--- src/rtl/skinny_masked_pkg.sv ---
// Shared definitions for the masked Skinny-64 datapath.
// Holds the state geometry, S-box pipeline latency, the per-S-box fresh-randomness width,
// the run counter landmarks, the inverse S-box table and the FSM state encoding.
package skinny_masked_pkg;

   localparam int NIBBLES        = 16;
   localparam int SBOX_LAT       = 5;
   localparam int FRESH_PER_SBOX = 16;

   // Run counter landmarks: the last FEED cycle, the first capture cycle,
   // and the terminal count (the last DRAIN cycle).
   localparam logic [4:0] CNT_LAST_FEED = 5'(NIBBLES - 1);
   localparam logic [4:0] CNT_CAP_FIRST = 5'(SBOX_LAT);
   localparam logic [4:0] CNT_TERM      = 5'(NIBBLES + SBOX_LAT - 1);

   localparam logic [3:0] INV_SBOX [16] = '{4'h3, 4'h4, 4'h6, 4'h8, 4'hC, 4'hA, 4'h1, 4'hE,
                                            4'h9, 4'h2, 4'h5, 4'h7, 4'h0, 4'hB, 4'hD, 4'hF};

   typedef enum logic [1:0] {
      ST_IDLE  = 2'd0,
      ST_FEED  = 2'd1,
      ST_DRAIN = 2'd2,
      ST_DONE  = 2'd3
   } state_t;

endpackage

--- src/rtl/nor_GHPC.sv ---
// Low-latency GHPC gadget computing a masked NOR of two 2-share bits, one register stage.
// For every possible value of the share-1 inputs, it precomputes NOR(share-0 ^ v) ^ r.
// After the register, it selects the entry that matches the registered share-1 inputs.
// Output share 0 is the mask r itself.
//   clk          rising-edge clock
//   a_s0, a_s1   shares of operand a
//   b_s0, b_s1   shares of operand b
//   fresh[3:0]   fresh randomness for this cycle
//   q_s0, q_s1   shares of ~(a | b), valid one cycle after the inputs
module nor_GHPC (
   input  logic       clk,
   input  logic       a_s0,
   input  logic       a_s1,
   input  logic       b_s0,
   input  logic       b_s1,
   input  logic [3:0] fresh,
   output logic       q_s0,
   output logic       q_s1
);

   logic       r;
   logic [3:0] tbl;
   logic [3:0] tbl_q;
   logic [1:0] sel_q;
   logic       r_q;

   // The XOR of all four fresh bits is still a uniform bit, so no fresh input goes unused.
   assign r = ^fresh;

   // Entry index = {a_s1, b_s1}.
   always_comb begin
      tbl    = '0;
      tbl[0] = ~( a_s0 |  b_s0) ^ r;
      tbl[1] = ~( a_s0 | ~b_s0) ^ r;
      tbl[2] = ~(~a_s0 |  b_s0) ^ r;
      tbl[3] = ~(~a_s0 | ~b_s0) ^ r;
   end

   always_ff @(posedge clk) begin
      tbl_q <= tbl;
      sel_q <= {a_s1, b_s1};
      r_q   <= r;
   end

   assign q_s0 = r_q;
   assign q_s1 = tbl_q[sel_q];

endmodule

--- src/rtl/skinny_inv_sbox_GHPCLL_Pipeline_d1.sv ---
// First-order masked inverse Skinny 4-bit S-box, pipelined, latency 5.
// The inverse of the forward NOR/XOR network is four layers of x0 ^= ~(x3 | x2).
// Between layers, the bits are rotated: new (x3,x2,x1,x0) = old (x0,x3,x2,x1).
// Each NOR goes through one gadget stage. The other bits ride in a matching delay
// register (buf_clk). A final output register (reg_masked) follows the four layers.
//   clk              rising-edge clock
//   in_s0, in_s1     input nibble shares
//   Fresh[15:0]      4 fresh bits per layer, layer k uses Fresh[4k+3:4k]
//   out_s0, out_s1   output nibble shares, SBOX_LAT cycles after the input
module skinny_inv_sbox_GHPCLL_Pipeline_d1
   import skinny_masked_pkg::*;
(
   input  logic                      clk,
   input  logic [3:0]                in_s0,
   input  logic [3:0]                in_s1,
   input  logic [FRESH_PER_SBOX-1:0] Fresh,
   output logic [3:0]                out_s0,
   output logic [3:0]                out_s1
);

   logic [4:0][3:0] lay_s0;
   logic [4:0][3:0] lay_s1;

   assign lay_s0[0] = in_s0;
   assign lay_s1[0] = in_s1;

   for (genvar k = 0; k < 4; k++) begin : g_layer
      logic       nor_s0, nor_s1;
      logic [3:0] byp_s0, byp_s1;
      logic [3:0] mix_s0, mix_s1;

      nor_GHPC u_nor (
         .clk   (clk),
         .a_s0  (lay_s0[k][3]),
         .a_s1  (lay_s1[k][3]),
         .b_s0  (lay_s0[k][2]),
         .b_s1  (lay_s1[k][2]),
         .fresh (Fresh[4*k +: 4]),
         .q_s0  (nor_s0),
         .q_s1  (nor_s1)
      );

      // buf_clk: keeps the bypass bits aligned with the gadget output.
      always_ff @(posedge clk) begin
         byp_s0 <= lay_s0[k];
         byp_s1 <= lay_s1[k];
      end

      assign mix_s0 = {byp_s0[3:1], byp_s0[0] ^ nor_s0};
      assign mix_s1 = {byp_s1[3:1], byp_s1[0] ^ nor_s1};

      if (k < 3) begin : g_perm
         assign lay_s0[k+1] = {mix_s0[0], mix_s0[3:1]};
         assign lay_s1[k+1] = {mix_s1[0], mix_s1[3:1]};
      end else begin : g_last
         assign lay_s0[k+1] = mix_s0;
         assign lay_s1[k+1] = mix_s1;
      end
   end

   // reg_masked: final output register.
   always_ff @(posedge clk) begin
      out_s0 <= lay_s0[4];
      out_s1 <= lay_s1[4];
   end

endmodule

--- src/rtl/skinny64_inv_subcells_serial_d1.sv ---
// Serialised first-order masked inverse SubCells for Skinny-64.
// Streams the 16 nibbles of a two-share state through one masked inverse S-box pipeline,
// one nibble per cycle, and reassembles the result.
//   clk, rst                    clock and synchronous active-high reset
//   start                       begin a run (accepted in IDLE or DONE)
//   state_in_s0/s1 [63:0]       input shares, sampled on an accepted start
//   Fresh [15:0]                fresh randomness, new every busy cycle
//   busy                        run in progress
//   done                        one-cycle pulse, state_out_* updated this cycle
//   state_out_s0/s1 [63:0]      output shares, stable between done pulses
//
// state    | meaning
// ---------+-------------------------------------------------------------
// ST_IDLE  | waiting for start
// ST_FEED  | nibble cnt enters the S-box (cnt 0..15)
// ST_DRAIN | pipeline empties, last captures (cnt 16..20)
// ST_DONE  | result visible, done pulse; a new start may be accepted
module skinny64_inv_subcells_serial_d1
   import skinny_masked_pkg::*;
(
   input  logic                      clk,
   input  logic                      rst,
   input  logic                      start,
   input  logic [4*NIBBLES-1:0]      state_in_s0,
   input  logic [4*NIBBLES-1:0]      state_in_s1,
   input  logic [FRESH_PER_SBOX-1:0] Fresh,
   output logic                      busy,
   output logic                      done,
   output logic [4*NIBBLES-1:0]      state_out_s0,
   output logic [4*NIBBLES-1:0]      state_out_s1
);

   state_t               state_q, state_d;
   logic [4:0]           cnt_q;
   logic [4*NIBBLES-1:0] sh_s0, sh_s1;
   logic [4*NIBBLES-1:0] col_s0, col_s1;
   logic [3:0]           sb_out_s0, sb_out_s1;
   logic                 accept;

   assign accept = start && ((state_q == ST_IDLE) || (state_q == ST_DONE));

   always_ff @(posedge clk) begin
      if (rst) state_q <= ST_IDLE;
      else     state_q <= state_d;
   end

   always_comb begin
      state_d = state_q;
      case (state_q)
         ST_IDLE:  if (start) state_d = ST_FEED;
         ST_FEED:  if (cnt_q == CNT_LAST_FEED) state_d = ST_DRAIN;
         ST_DRAIN: if (cnt_q == CNT_TERM) state_d = ST_DONE;
         ST_DONE:  state_d = start ? ST_FEED : ST_IDLE;
         default:  state_d = ST_IDLE;
      endcase
   end

   always_comb begin
      busy = (state_q == ST_FEED) || (state_q == ST_DRAIN);
      done = (state_q == ST_DONE);
   end

   skinny_inv_sbox_GHPCLL_Pipeline_d1 u_sbox (
      .clk    (clk),
      .in_s0  (sh_s0[3:0]),
      .in_s1  (sh_s1[3:0]),
      .Fresh  (Fresh),
      .out_s0 (sb_out_s0),
      .out_s1 (sb_out_s1)
   );

   // Input shift replicates the top nibble, so after nibble 15 is presented
   // it stays on the S-box input through DRAIN.
   always_ff @(posedge clk) begin
      if (rst) begin
         cnt_q        <= '0;
         sh_s0        <= '0;
         sh_s1        <= '0;
         col_s0       <= '0;
         col_s1       <= '0;
         state_out_s0 <= '0;
         state_out_s1 <= '0;
      end else begin
         if (accept) begin
            cnt_q <= '0;
            sh_s0 <= state_in_s0;
            sh_s1 <= state_in_s1;
         end else begin
            if (busy) cnt_q <= cnt_q + 5'd1;
            if (state_q == ST_FEED) begin
               sh_s0 <= {sh_s0[63:60], sh_s0[63:4]};
               sh_s1 <= {sh_s1[63:60], sh_s1[63:4]};
            end
         end
         if (busy && (cnt_q >= CNT_CAP_FIRST)) begin
            col_s0 <= {sb_out_s0, col_s0[63:4]};
            col_s1 <= {sb_out_s1, col_s1[63:4]};
         end
         // The final capture goes straight to the outputs, so they are valid during DONE.
         if ((state_q == ST_DRAIN) && (cnt_q == CNT_TERM)) begin
            state_out_s0 <= {sb_out_s0, col_s0[63:4]};
            state_out_s1 <= {sb_out_s1, col_s1[63:4]};
         end
      end
   end

endmodule

--- config.mk ---
export PLATFORM = sky130hd
export DESIGN_NAME = skinny64_inv_subcells_serial_d1
export DESIGN_NICKNAME = d
export VERILOG_FILES = /design/src/rtl/skinny_masked_pkg.sv /design/src/rtl/nor_GHPC.sv /design/src/rtl/skinny_inv_sbox_GHPCLL_Pipeline_d1.sv /design/src/rtl/skinny64_inv_subcells_serial_d1.sv
export SDC_FILE = /design/constraint.sdc
export NUM_CORES = 1
export LEC_CHECK = 0
export BUFFER_PORTS_ARGS = -buffer_cell sky130_fd_sc_hd__buf_2
export CAP_MARGIN = 20
export CELL_PAD_IN_SITES_DETAIL_PLACEMENT = 0
export CELL_PAD_IN_SITES_GLOBAL_PLACEMENT = 1
export CORE_UTILIZATION = 39
export DETAILED_ROUTE_END_ITERATION = 8
export HOLD_SLACK_MARGIN = 0.1
export PLACE_DENSITY_LB_ADDON = 0.1
export SLEW_MARGIN = 20
export SYNTH_ARGS = -nofsm -noshare
export SYNTH_HDL_FRONTEND = slang
export SYNTH_SLANG_ARGS = --single-unit
--- constraint.sdc ---
create_clock -name clk -period 1.9 [get_ports clk]
set_clock_uncertainty 0.15 [all_clocks]
set_input_delay 0.19 -clock clk [delete_from_list [all_inputs] [get_ports clk]]
set_output_delay 0.19 -clock clk [all_outputs]
set_load 0.01 [all_outputs]
After elaboration in Yosys (flattened, before gate mapping)
Index checks and enable logic that the tools add are counted.
{"block": "totals", "ff_bits": 459, "out_inout_bits": 130, "inputBits": 147, "elab_cells": 140}
{"block": "op_classes", "mux": 17, "n_lt_le_gt_ge": 5, "n_reduce_logical": 13, "bitwise_logic": 64, "add_sub_neg": 1, "eq_ne": 8}
{"op": "two-way mux 64 bit", "count": 2}
{"op": "two-way mux 60 bit", "count": 2}
{"op": "inverter 1 bit", "count": 24}
{"op": "bitwise XOR 1 bit", "count": 24}
{"op": "bitwise OR 1 bit", "count": 16}
{"op": "parity 4 bit", "count": 4}
{"op": "< comparator 2 x 3 -> 1 bit, second input constant", "count": 4}
{"op": "binary-select mux 1 bit (select 2 bit)", "count": 4}
{"op": "one-hot mux 2 bit (4 select lines)", "count": 1}
{"op": "two-way mux 2 bit", "count": 3}
{"op": "inequality test 2 bit, second input constant", "count": 3}
{"op": "adder 5 x 1 -> 5 bit, second input constant", "count": 1}
{"op": "equality test 5 x 4 -> 1 bit, second input constant", "count": 1}
{"op": "equality test 5 bit, second input constant", "count": 1}
{"op": ">= comparator 5 x 3 -> 1 bit, second input constant", "count": 1}
{"op": "two-way mux 1 bit", "count": 5}
{"op": "equality test 2 bit, second input constant", "count": 2}
{"op": "logical AND 1 bit", "count": 3}
{"op": "AND reduction 3 bit", "count": 1}
{"op": "equality test 2 x 1 -> 1 bit, second input constant", "count": 1}
{"op": "zero test 2 bit", "count": 1}
{"op": "logical OR 1 bit", "count": 2}
{"op": "nonzero test 2 bit", "count": 1}
{"op": "OR reduction 2 bit", "count": 1}

Depth between registers and ports, before layout
Gate-level depths: netlist of run 1.
{"block": "depth", "ltp_word": 5, "depth_mapped": 8, "depth_no_buf": 6}

Hierarchy
A second synthesis of run 1 with hierarchy kept.
{"block": "hier_totals", "hier_cells": 1731, "area_unflattened_um2": 17235.3}
{"module": "skinny64_inv_subcells_serial_d1", "area_each_um2": 15103.2, "seq_area_each_um2": 7667.4, "cells_each": 1607, "n_inst": 1}
{"module": "nor_GHPC", "area_each_um2": 315.3, "seq_area_each_um2": 140.1, "cells_each": 19, "n_inst": 4}
{"module": "skinny_inv_sbox_GHPCLL_Pipeline_d1", "area_each_um2": 870.8, "seq_area_each_um2": 800.8, "cells_each": 48, "n_inst": 1}

Worst setup path after synthesis of run 1
OpenSTA, ideal clock, no wires.
{"block": "synth_timing", "path_kind": "register -> register", "start": "register state_q[0]", "end": "register sh_s0[10]", "period_less_slack_ps": 2050, "setup_ps": 86, "required_time_ps": 1664, "setup_slack_ps": -150, "arrival_ps": 1814, "n_path_buf": 3, "path_stages_with_launch": 9, "cell_sequence": "dfxtp_1 -> inv_1 -> ha_1 -> nand2b_1 -> buf_2 -> clkbuf_1 -> clkbuf_1 -> nor2_1 -> a211oi_1"}
{"block": "synth_between", "elab_chain_len": 4, "elab_cells_between_ends": 7, "classes_between": "2 x eq/ne; 1 x mux; 4 x reduce/logical"}
{"element": "start, declared", "line_no": "skinny64_inv_subcells_serial_d1.sv:33", "rtl": "state_t state_q, state_d;"}
{"element": "start signal, assigned", "line_no": "skinny64_inv_subcells_serial_d1.sv:44", "rtl": "else state_q <= state_d;"}
{"element": "equality test 2 bit or zero test 2 bit (tied branches)", "line_no": "skinny64_inv_subcells_serial_d1.sv:40", "rtl": "assign accept = start && ((state_q == ST_IDLE) || (state_q == ST_DONE));"}
{"element": "logical OR 1 bit", "line_no": "skinny64_inv_subcells_serial_d1.sv:40"}
{"element": "logical AND 1 bit", "line_no": "skinny64_inv_subcells_serial_d1.sv:40"}
{"element": "two-way mux 64 bit or nonzero test 2 bit (tied branches)"}
{"element": "end signal, assigned", "line_no": "skinny64_inv_subcells_serial_d1.sv:86", "rtl": "sh_s0 <= state_in_s0;"}
{"element": "end signal, assigned", "line_no": "skinny64_inv_subcells_serial_d1.sv:91", "rtl": "sh_s0 <= {sh_s0[63:60], sh_s0[63:4]};"}
{"element": "end, declared", "line_no": "skinny64_inv_subcells_serial_d1.sv:35", "rtl": "logic [4*NIBBLES-1:0] sh_s0, sh_s1;"}
Several ways; a longest one is shown, not always the timed one. The select of a mux whose other input is x is not followed.
A chain may end at the register's enable or synchronous reset.

Final worst setup path of run 1
{"block": "layout_timing", "start": "register cnt_q[0]", "end": "register col_s0[46]"}
{"block": "layout_between", "elab_chain_len": 2}
{"element": "start, declared", "line_no": "skinny64_inv_subcells_serial_d1.sv:34", "rtl": "logic [4:0] cnt_q;"}
{"element": "start signal, assigned", "line_no": "skinny64_inv_subcells_serial_d1.sv:89", "rtl": "if (busy) cnt_q <= cnt_q + 5'd1;"}
{"element": ">= comparator 5 x 3 -> 1 bit", "line_no": "skinny64_inv_subcells_serial_d1.sv:95", "rtl": "if (busy && (cnt_q >= CNT_CAP_FIRST)) begin"}
{"element": "logical AND 1 bit", "line_no": "skinny64_inv_subcells_serial_d1.sv:95"}
{"element": "end signal, assigned", "line_no": "skinny64_inv_subcells_serial_d1.sv:96", "rtl": "col_s0 <= {sb_out_s0, col_s0[63:4]};"}
{"element": "end, declared", "line_no": "skinny64_inv_subcells_serial_d1.sv:36", "rtl": "logic [4*NIBBLES-1:0] col_s0, col_s1;"}
Every way passes these cells.

==> reports/qor.yml, run 1 <==
grt_usage_pct: 19.0
gp_congestion: 0.775
ys_dominant_reg_cell: "dfxtp_1"
rsz0062_at_grt: "true"
die_h_um: 211
wl_per_cell_um: 15.8
clk_pin_slew_worst_paths_ns: 0.06
start_kind: "register"
synth-seq-cells: 443
synth_adder_area_share_pct: 0.658
synth_most_common_cell: "dfxtp_1"
yosysWarnings: 0
synthMuxAreaShare_pct: 14.7
drive_above_1_share_pct: 21.4
dieArea_um2: 44700
synth-compound-area-share_pct: 13.4
crit_arrival_ns: 2.22
fillCellCount: 4082
synth_edf_count: 0
max_slew_margin_pct: 66.1
antenna_found_initial: 0
num_vias: 13600
status: "finished, final reports clean"
synthDistinctLibCells: 35
nets: 2280
grt_pass1_vias: 13600
diodes: 0
setup-violations-final: 0
ioPinCount: 277
synth.top_cells.by_count: "dfxtp_1 (443), mux2i_1 (241), a21oi_1 (139)"
ir_worst_vdd_mv: 0.947
power_leakage_nw: 9.56
cp_max_fo: 17
area_growth_pct: 33.3
coreArea_um2: 43200
start_util_pct: 39.6
syn_nets: 1883
setup_tns_ns: 0
port_buffers: 276
cts_tree: "yes"
drtIter0Drc: 763
ys_seq_area_share_pct: 51.8
p_per_area_nw_per_um2: 1240
hold_viol_final: 0
cp.required_ns: 2.26
async_flop_share_pct: 0
drv_slew: 0
synth_top_area_cell: "dfxtp_1"
max_freq_ghz: 0.538
clock_latency_ns: 0.59
grt_first_pass_wirelength_mm: 69.6
dr.pass1.iters: 5
synth_xor_area_share_pct: 1.94
htreeDepth: 2
final_cell_area_um2: 22800
synth_top_family_by_area: "multiplexers"
via_per_inst: 4.96
drv_cap: 0
synth_cells: 1727
synth_top_cell_area_share_pct: 51.8
min_period_ns: 1.86
clockBufferDepth: 3
grt_max_degree: 98
synth_area_um2: 17100
hp-class: "register to register"
cts_buffers: 50
hpwl_mm: 26.8
die_w_um: 211
routed_wl_mm: 43.5
finalCritPeriodShare_pct: 97.8
synthSimpleGateAreaFrac_pct: 12.6
placementRows: 76
grt.overflow.total: 0
place_area_um2: 19400
drc: 0
cts_root_buf: "clkbuf_16"
syn_avg_cell_area_um2: 9.91
clkSinkCount: 443
tightest_slew_ns: 0.508
synthTopCellsByArea: "dfxtp_1 (52%), mux2i_1 (14%), a211oi_1 (5.3%)"
antenna_left: 0
critPathCaptureType: "register"
worstSetupPathType: "register to register"
## metrics by stage
stage               power [mW]  hold WS (ns)  util (%)  std cells  setup WS [ns]
finish                    28.2         0.175      52.9       2748         0.0417
global route              29.8         0.180      52.9       2748        -0.0537
CTS                       28.5         0.175      52.4       2741        0.00976
detailed placement        18.1         0.162      45.0       2504        -0.0213
global placement          18.0         0.162      45.0       2504        -0.0174
floorplan                 16.1         0.160         -       1727       -0.00881
## metal layers
metal	wire length (um)	up-vias	GRT usage, %
met2	20100	231	30.9
met4	670	0	4.40
met3	1930	49	3.89
li1	-	6856	-
met1	20800	6503	25.7
met5	0	-	0
## worst paths after layout
path,start,end,slack (ns),cells past startpoint
max reg2reg,cnt_q[0]$_SDFFE_PP0P_,col_s0[46]$_SDFFE_PP0P_,0.04,5
min reg2reg,u_sbox.g_layer[3].byp_s0[2]$_DFF_P_,u_sbox.out_s0[2]$_DFF_P_,0.18,0
max,cnt_q[0]$_SDFFE_PP0P_,col_s0[46]$_SDFFE_PP0P_,0.04,5
min,u_sbox.g_layer[3].byp_s0[2]$_DFF_P_,u_sbox.out_s0[2]$_DFF_P_,0.18,0
## where the power goes
group / total (mW) / internal [mW] / leakage, nW / switching [mW]
Combinational: 6.53 / 3.06 / 5.10 / 3.47
Sequential: 11.7 / 10.9 / 3.62 / 0.817
Clock: 9.95 / 6.08 / 0.840 / 3.87
Total: 28.2 / 20.0 / 9.56 / 8.16
## critical path, cell delays in order (launching register included)
cell,delay [ns]
dfxtp_4,0.36
or4_4,0.53
o21ai_4,0.17
buf_12,0.19
buf_12,0.19
mux2i_1,0.19
## final cells by class
type	instances	area, um^2	area share (%)
Tap cell	585	732	3.21
Clock buffer	74	1480	6.49
Sequential cell	443	8880	38.9
Inverter	13	52.6	0.230
Multi-Input combinational cell	1115	7500	32.9
Clock inverter	17	244	1.07
Timing Repair Buffer	501	3930	17.2
## registers in the layout, indices dropped and copies added, names as in the netlist, 5 cells and up
| register | count |
|---|---|
| u_sbox.g_layer.byp_s1 | 16 |
| col_s1 | 60 |
| state_out_s1 | 64 |
| col_s0 | 60 |
| cnt_q | 5 |
| sh_s1 | 64 |
| state_out_s0 | 64 |
| sh_s0 | 64 |
| u_sbox.g_layer.byp_s0 | 16 |
| u_sbox.g_layer.u_nor.tbl_q | 16 |
## timing repair
action,CTS,global route
setup endpoints to repair,3,117
resized for setup,6,24
setup buffers,0,4
hold endpoints to repair,259,0
cloned,0,3
pin swaps,1,4
hold buffers,146,0
## placed cells by master (no fill, tap or decap), types with 4 or more instances in the layout
cell / instances
clkinv_2: 5
clkbuf_16: 53
dlygate4sd3_1: 146
nand2b_1: 132
dfxtp_1: 438
o21ai_0: 110
a211oi_1: 120
xnor2_1: 21
buf_2: 274
clkbuf_1: 10
clkbuf_8: 14
a21oi_1: 139
bufinv_16: 5
xor2_1: 17
mux4_2: 4
nor2_1: 132
buf_12: 32
buf_4: 42
o21ai_1: 17
mux2i_1: 240
nand3_1: 129
inv_1: 9
ha_4: 6
nand2_1: 23
## logic make-up (layout without fill, tap and decap cells)
family / after synthesis / after routing
fa+ha+maj: 9 / 9
mux: 246 / 246
flops: 443 / 443
compound gates: 393 / 393
xor+xnor: 38 / 38
buf+inv: 169 / 605
simple gates: 429 / 429
Power figures use the tool's default switching activity.
==> run 2, diff against run 1 <==
- clock period: 1.9 -> 1.5 ns (I/O delays scaled with it)
==> run 2 against run 1 <==
The run now ends with setup timing left. Die area stayed put. Worst setup slack worse by 0.49 ns. Non-clock buffer count rose by 126. Register-to-register slack got worse by 0.49 ns. Routed wire length rose by 24%. Sequential power rose by 28%. Worst hold slack got worse by 0.0035 ns. Total power grew 51%. Sequential share of layout area decreased by 6.7 points. Critical path type unchanged. Largest cell class is now multi-input combinational cells. Highest routed layer unchanged.
==> reports/qor.yml, run 2 (synthesized netlist as in run 1, its figures left out) <==
cp_max_fo: 9
critPathSlowestCell: "or4_4"
hp-class: "register to register"
drtIter0Drc: 652
htreeDepth: 2
grt_first_pass_wirelength_mm: 77.3
diodes: 0
rsz0062_at_grt: "true"
critPathCapture: "col_s0[8]$_SDFFE_PP0P_"
crit_arrival_ns: 2.28
final_cell_mix: "dfxtp_1 (438), buf_2 (273), mux2i_1 (222)"
antenna_left: 0
r2r-end: "col_s0[8]$_SDFFE_PP0P_"
grt.overflow.total: 0
setup-violations-final: 384
tightest_slew_ns: 0.576
reg2regPathDepth: 5
dr.pass1.iters: 5
die_h_um: 211
start_util_pct: 39.6
drv_cap: 0
cts_root_buf: "clkbuf_16"
hold_depth: 0
gp_congestion: 0.749
min_period_ns: 1.95
violations: "setup timing"
clkSinkCount: 443
crit_family: "simple AND/OR/NAND/NOR gates"
drv_slew: 0
clockBufferDepth: 3
cp_cell_sequence: "or4_4 -> o21ai_4 -> buf_12 -> clkbuf_16 -> mux2i_1"
nets: 2406
port_buffers: 276
ioPinCount: 277
area_growth_pct: 61.0
clock_latency_ns: 0.57
status: "complete, but fails checks"
drc: 0
whs_ns: 0.172
die_w_um: 211
clk_pin_slew_worst_paths_ns: 0.06
fillCellCount: 3477
cts_buffers: 48
antenna_found_initial: 0
crit_buf_inv: 2
finalCritPeriodShare_pct: 130
coreArea_um2: 43200
final_common_cell: "dfxtp_1"
cp.depth: 5
placementRows: 76
worstSetupPathType: "register to register"
hpwl_mm: 28.1
slowest_delay_ns: 0.53
cp.required_ns: 1.84
routed_wl_mm: 54.1
placedCellCount: 2524
grt_pass1_vias: 14200
max_freq_ghz: 0.514
p_per_area_nw_per_um2: 1540
cts_tree: "yes"
dieArea_um2: 44700
via_per_inst: 5.14
finalPower_mw: 42.5
power_leakage_nw: 10.9
num_vias: 14700
grt_usage_pct: 21.6
critPathCaptureType: "register"
ir_worst_vdd_mv: 1.11
fin_cells: 2870
startpoint: "cnt_q[0]$_SDFFE_PP0P_"
drive_above_1_share_pct: 44.2
grt_max_degree: 54
timing.final.ws_setup_ns: -0.447
timing.rr.start: "cnt_q[0]$_SDFFE_PP0P_"
wl_per_cell_um: 18.9
hold_viol_final: 0
reg2reg_slack_ns: -0.45
max_slew_margin_pct: 61.6
start_kind: "register"
[run 2: cell types whose count changed in the layout (fill, tap and decap cells not counted), moves of 24 or more]
| cell | delta |
|---|---|
| a211oi_2 | +105 |
| nand3_2 | +38 |
| a21oi_1 | -54 |
| o21ai_2 | +81 |
| a21oi_2 | +54 |
| o21ai_0 | -102 |
| nor2_4 | +58 |
| nand3_1 | -67 |
| a211oi_1 | -105 |
| nor2_1 | -71 |
| buf_16 | +25 |
| nand3_4 | +29 |
| clkbuf_16 | +24 |
| buf_6 | +34 |
[run 2: per-layer routing]
metal	global-route usage, %	part of all wire, %	vias up
li1	-	-	7175
met1	28.8	44	7162
met2	35.9	50	325
met3	3.13	4.3	78
met4	6.92	2.2	0
met5	0	0	-
[run 2: timing repair]
| item | in CTS | in global routing |
|---|---|---|
| endpoints found under the hold margin | 286 | 0 |
| resized for setup | 205 | 632 |
| gates cloned | 36 | 34 |
| pin swaps | 36 | 206 |
| endpoints found under the setup margin | 381 | 382 |
| hold buffers | 146 | 0 |
| setup buffers | 37 | 33 |
[run 2: area by class of cell]
cell class / instances / area (um^2) / area share (%)
multi-input cells: 1117 / 9970 / 36.2
clock inverters: 13 / 171 / 0.622
clock buffers: 72 / 1430 / 5.20
inverters: 13 / 61.3 / 0.222
flip-flops and latches: 443 / 8880 / 32.2
repair buffers: 627 / 6310 / 22.9
well taps: 585 / 732 / 2.66
[run 2: worst min-delay path by stage]
stage                                         from                                   to  slack (ns)
2_1_floorplan                      state_in_s0[60]               sh_s0[60]$_SDFFE_PP0P_        0.14
3_3_place_gp   u_sbox.g_layer[2].byp_s0[1]$_DFF_P_  u_sbox.g_layer[3].byp_s0[0]$_DFF_P_        0.16
3_5_place_dp   u_sbox.g_layer[2].byp_s0[2]$_DFF_P_  u_sbox.g_layer[3].byp_s0[1]$_DFF_P_        0.16
4_1_cts        u_sbox.g_layer[2].byp_s0[2]$_DFF_P_  u_sbox.g_layer[3].byp_s0[1]$_DFF_P_        0.18
5_1_grt        u_sbox.g_layer[2].byp_s0[1]$_DFF_P_  u_sbox.g_layer[3].byp_s0[0]$_DFF_P_        0.18
6_report       u_sbox.g_layer[3].byp_s0[3]$_DFF_P_             u_sbox.out_s0[3]$_DFF_P_        0.17
[run 2: where the power goes]
| group | leakage (nW) | internal, mW | switching (mW) | total (mW) |
|---|---|---|---|---|
| clock | 0.790 | 7.26 | 4.78 | 12.0 |
| combinational | 6.53 | 7.97 | 7.50 | 15.5 |
| sequential | 3.62 | 13.8 | 1.17 | 15.0 |
| total | 10.9 | 29.0 | 13.5 | 42.5 |
[run 2: per-stage QoR]
step | util (%) | setup WS [ns] | cell area [um^2] | TNS (ns)
floorplan | - | -0.298 | 17200 | -78.33
global placement | 45.4 | -0.365 | 19600 | -89.88
detailed placement | 45.4 | -0.434 | 19600 | -98.20
CTS | 57.3 | -0.428 | 24700 | -112.38
global route | 63.8 | -0.491 | 27600 | -131.26
finish | 63.8 | -0.447 | 27600 | -107.22
